File: src/rtl/wb_regfile.sv
// ============================================================================
// Module   : wb_regfile
// Purpose  : Writeback-stage value select plus 16 x 16-bit register file
//            with two combinational read ports and same-cycle write bypass.
// Revision : 1.0 - initial release
// ============================================================================
`default_nettype none
`timescale 1ns/1ps

module wb_regfile #(
    parameter logic [3:0] LINK_REG = 4'd15,
    parameter bit         ZERO_R0  = 1'b0
) (
    input  logic        clk,
    input  logic        rst,
    input  logic        reg_wen,
    input  logic [3:0]  reg_waddr,
    input  logic [15:0] mem_rdata,
    input  logic [15:0] alu_result,
    input  logic        mem_to_reg,
    input  logic        jal,
    input  logic [15:0] next_pc,
    input  logic [3:0]  raddr_a,
    input  logic [3:0]  raddr_b,
    output logic [15:0] rdata_a,
    output logic [15:0] rdata_b,
    output logic        wb_wen,
    output logic [3:0]  wb_waddr,
    output logic [15:0] wb_data,
    output logic [15:0] wr_count
);

    localparam int c_NREGS = 16;

    logic [15:0] rf_word [c_NREGS];
    logic [15:0] wr_count_q;
    logic [15:0] wr_count_d;
    logic        r0_blocked;

    // ------------------------------------------------------------------
    // Writeback selection; JAL overrides both the source and destination
    // ------------------------------------------------------------------
    always_comb begin
        wb_data    = alu_result;
        wb_waddr   = reg_waddr;
        r0_blocked = 1'b0;
        if (jal) begin
            wb_data  = next_pc;
            wb_waddr = LINK_REG;
        end else if (mem_to_reg) begin
            wb_data  = mem_rdata;
        end
        r0_blocked = ZERO_R0 && (wb_waddr == 4'd0);
        wb_wen     = reg_wen && !r0_blocked;
    end

    // ------------------------------------------------------------------
    // Register storage; a hardwired-zero r0 needs no flops at all
    // ------------------------------------------------------------------
    for (genvar i = 0; i < c_NREGS; i++) begin : g_reg
        if (ZERO_R0 && (i == 0)) begin : g_zero
            assign rf_word[i] = 16'h0000;
        end else begin : g_flop
            logic [15:0] row_q;
            logic [15:0] row_d;

            always_comb begin
                row_d = row_q;
                if (wb_wen && (wb_waddr == 4'(i))) begin
                    row_d = wb_data;
                end
            end

            always_ff @(posedge clk or negedge rst) begin
                if (!rst) begin
                    row_q <= 16'h0000;
                end else begin
                    row_q <= row_d;
                end
            end

            assign rf_word[i] = row_q;
        end
    end

    // ------------------------------------------------------------------
    // Read ports: the bypass gives zero-cycle write-to-read latency
    // ------------------------------------------------------------------
    always_comb begin
        rdata_a = rf_word[raddr_a];
        if (ZERO_R0 && (raddr_a == 4'd0)) begin
            rdata_a = 16'h0000;
        end else if (wb_wen && (raddr_a == wb_waddr)) begin
            rdata_a = wb_data;
        end
    end

    always_comb begin
        rdata_b = rf_word[raddr_b];
        if (ZERO_R0 && (raddr_b == 4'd0)) begin
            rdata_b = 16'h0000;
        end else if (wb_wen && (raddr_b == wb_waddr)) begin
            rdata_b = wb_data;
        end
    end

    // ------------------------------------------------------------------
    // Retired-write counter, wraps naturally at 16 bits
    // ------------------------------------------------------------------
    always_comb begin
        wr_count_d = wr_count_q;
        if (wb_wen) begin
            wr_count_d = wr_count_q + 16'd1;
        end
    end

    always_ff @(posedge clk or negedge rst) begin
        if (!rst) begin
            wr_count_q <= 16'h0000;
        end else begin
            wr_count_q <= wr_count_d;
        end
    end

    assign wr_count = wr_count_q;

endmodule

`default_nettype wire

File: config.mk
export PLATFORM = sky130hd
export DESIGN_NAME = wb_regfile
export DESIGN_NICKNAME = d
export VERILOG_FILES = /design/src/rtl/wb_regfile.sv
export SDC_FILE = /design/constraint.sdc
export NUM_CORES = 1
export LEC_CHECK = 0
export CORE_ASPECT_RATIO = 1.75
export CORE_MARGIN = 4
export CORE_UTILIZATION = 45
export DETAILED_ROUTE_END_ITERATION = 16
export SLEW_MARGIN = 5
export SYNTH_ARGS = -nofsm -noshare
export SYNTH_HDL_FRONTEND = slang
export SYNTH_SLANG_ARGS = --single-unit
File: constraint.sdc
create_clock -name clk -period 12.9 [get_ports clk]
set_clock_uncertainty 0.1 [all_clocks]
set_input_delay 3.87 -clock clk [delete_from_list [all_inputs] [get_ports clk]]
set_output_delay 3.87 -clock clk [all_outputs]
set_load 0.005 [all_outputs]
==> key figures <==
Routing
  – Post-route DRC: 0
  – Post-DR vias/cell: 6.07
  – Pre-antenna DRT Iters: 5
  – Via count: 10700
  – Final wirelength: 43.5 mm
  – Drt wl/cell: 24.7 um
  – Drt initial violations: 698
  – Antenna violation net count after detailed routing: 0

Power and ir drop
  – VDD IR max: 0.102 mV
  – Sw frac: 28.1%
  – Power density over the cells: 147 nW/um2
  – Psw: 0.000711 W
  – Leak: 7.44 nW
  – Logic pwr share: 23.5%
  – Int Pwr: 0.00182 W
  – Sequential power share: 45.1%
  – Clk network pwr share: 31.4%

Layout
  – Design Area, Final: 17200 um2
  – Fillers: 2824
  – FF+latch area: 6810 um2
  – Antenna Cells: 0
  – Fin cells: 1759
  – Multi-input logic area: 7300 um2
  – Layout cells sized above 1: 23.2%
  – Fin nets: 1405
  – Area Growth Syn to Fin: 16.8%

Yosys
  – FFs w/ async S/R, synth: 100%
  – Yosys warning total: 0
  – Area contributors post-synth: dfrtp_1 46%, mux4_2 20%, mux2_2 6.7%, o21ai_0 6.5%, nand2_1 6.4%
  – Top cell types by occurrence after synthesis: 272 x dfrtp_1, 252 x nand2_1, 190 x o21ai_0
  – Syn_area_per_cell: 11.7 um2
  – Seq/Total Area, Yosys: 46.3%
  – Synthesized instance count: 1261
  – Post-synth EDFFs: 0
  – Synthesized area: 14700 um2
  – Netlist cell types: 45
  – Top-count cell post-synth: dfrtp_1
  – Yosys top cell by area: dfrtp_1
  – Yosys top cell area share: 46.3%
  – Synthesized Nets: 1327
  – Yosys reg bits: 272
  – Primary FF master, synth: dfrtp_1

Timing
  – Slew @ Worst Pin: 1.26 ns
  – Setup violations, final: 0
  – WHS: 0.379 ns
  – Final WS setup: 2.03 ns
  – Final count of hold timing violations: 0
  – Max-slew violations: 0
  – Clock period minus final worst setup slack: 10.87 ns
  – Slew Limit Headroom: 15.6%
  – RSZ-0062 raised after global routing: no
  – Setup TNS: 0 ns
  – Fmax: 92.0 MHz
  – Final worst-path cycle share: 84.3%

Floorplan
  – Die Wd: 145 um
  – # IOs: 134
  – Row cnt: 87
  – Chip Height: 247 um
  – Initial Util: 45.6%
  – Core ar.: 32200 um2
  – Full die area: 35700 um2

Placed design
  – Worst slack, placed: 1.71 ns
  – GP Congestion: 0.800
  – Hpwl dp: 28.7 mm
  – Port bufs: 133
  – DP Cell Count: 1710
  – Cell Area, Placed: 16300 um2

CTS
  – Clock sinks: 272
  – PostCTS Resize Cnt: 0
  – Root Driver: clkbuf_16
  – CTS tree: built
  – Max Buffers Root-to-Sink: 3
  – CTS buffer count: 26
  – Cts hold-fix bufs: 0
  – Post-CTS setup buffer count: 0
  – CTS H-tree lvls: 1
  – Skew-Pair Late Insertion Delay: 0.55 ns
  – Clk pin slew, worst setup/hold paths: 0.07 ns

Outcome
  – Outcome: finished, final reports clean

Global route
  – Grt ovf: 0
  – Initial antenna violation count: 0
  – First-pass GRT wire length: 67.2 mm
  – Vias in the first global route: 11200
  – Total GRT Usage: 24.9%
  – Largest net degree at the start of global routing: 183

Critical path
  – Crit. End Element: output port
  – CP arrival: 6.90 ns
  – Crit-path most repeated cell: clkdlybuf4s50_1
  – CP max FO: 16
  – Critical Path Source Type: input pin
  – CP max stage delay: 1.07 ns
  – CP delay by family, top: buffers and inverters
  – Critical Path, Cell by Cell: clkdlybuf4s50_1, mux2i_1, o21a_1, inv_1, mux2_4, clkdlybuf4s50_1
  – Buffers and inverters on the worst path: 3
  – Slowest CP cell: clkdlybuf4s50_1
  – WP data required: 8.93 ns
  – Worst setup path class: input pin to output port

Min path
  – Hold crit path type: register to register

Flow run
  – Max Cap Violations: 0
==> final timing paths <==
kind / startpoint / endpoint / slack (ns) / depth (start not counted)
setup / recovery: mem_to_reg / rdata_b[13] / 2.03 / 6
hold / removal: wr_count[15] / wr_count[15] / 0.38 / 1
setup reg to reg: wr_count[7] / wr_count[15] / 11.16 / 4
hold reg to reg: wr_count[15] / wr_count[15] / 0.38 / 1
max in group asynchronous: rst / wr_count[5] / 7.95 / 2
min in group asynchronous: rst / wr_count[8] / 3.22 / 1
==> layout make-up <==
class | instances | share of cell area (%)
multi-input cells | 847 | 42.5
well taps | 400 | 2.91
clock inverters | 3 | 0.233
clock buffers | 45 | 4.91
repair buffers | 165 | 9.18
inverters | 27 | 0.590
flip-flops and latches | 272 | 39.6
==> routing by layer <==
layer | share of wire (%) | wire length (um) | track usage [%]
met5 | 0 | 0 | 0
met1 | 38 | 16300 | 30.0
met3 | 4.7 | 2030 | 2.96
met2 | 54 | 23500 | 45.2
met4 | 3.9 | 1710 | 9.34
==> placed cells by master, fill, tap and decap left out, types with 4 or more instances in the layout <==
cell type / instances
o21ai_0: 190
mux2_4: 11
xor2_1: 8
mux4_2: 128
nor3_1: 4
inv_1: 26
nor2b_1: 6
clkbuf_8: 10
clkbuf_16: 27
nand2_1: 252
clkbuf_1: 8
mux2i_1: 16
clkdlybuf4s50_1: 127
nand4_1: 7
dfrtp_1: 272
mux2_2: 87
buf_4: 32
a22oi_1: 64
xnor2_1: 9
nand3_1: 7
nand2b_1: 4
o21a_1: 16
nor2_1: 9
==> power groups by stage <==
| stage | registers [W] | logic (W) | clock network [W] |
|---|---|---|---|
| final | 0.00114 | 0.000595 | 0.000794 |
| after global routing | 0.00116 | 0.000653 | 0.000842 |
| after CTS | 0.00114 | 0.000601 | 0.000812 |
| after detailed placement | 0.00116 | 0.000598 | 0 |
| after global placement | 0.00114 | 0.000590 | 0 |
| after floorplan | 0.00111 | 0.000390 | 0 |
==> cells by family after synthesis <==
family          synth area share [%]
compound gates                  11.1
xor+xnor                        1.01
fa+ha+maj                     0.0851
buf+inv                         4.11
flops                           46.3
mux                             28.5
simple gates                    8.90
==> state kept, by name, summed over array words and instances (netlist names) <==
register and flops:
g.g_flop.row_q 256, wr_count 16
==> per-stage QoR <==
| step | total power, W | util [%] |
|---|---|---|
| final | 0.00253 | 53.3 |
| after global routing | 0.00266 | 53.3 |
| after CTS | 0.00255 | 53.2 |
| after detailed placement | 0.00175 | 50.5 |
| after global placement | 0.00173 | 50.5 |
| after floorplan | 0.00150 | - |
No activity file was read; power rests on OpenSTA's default activity.
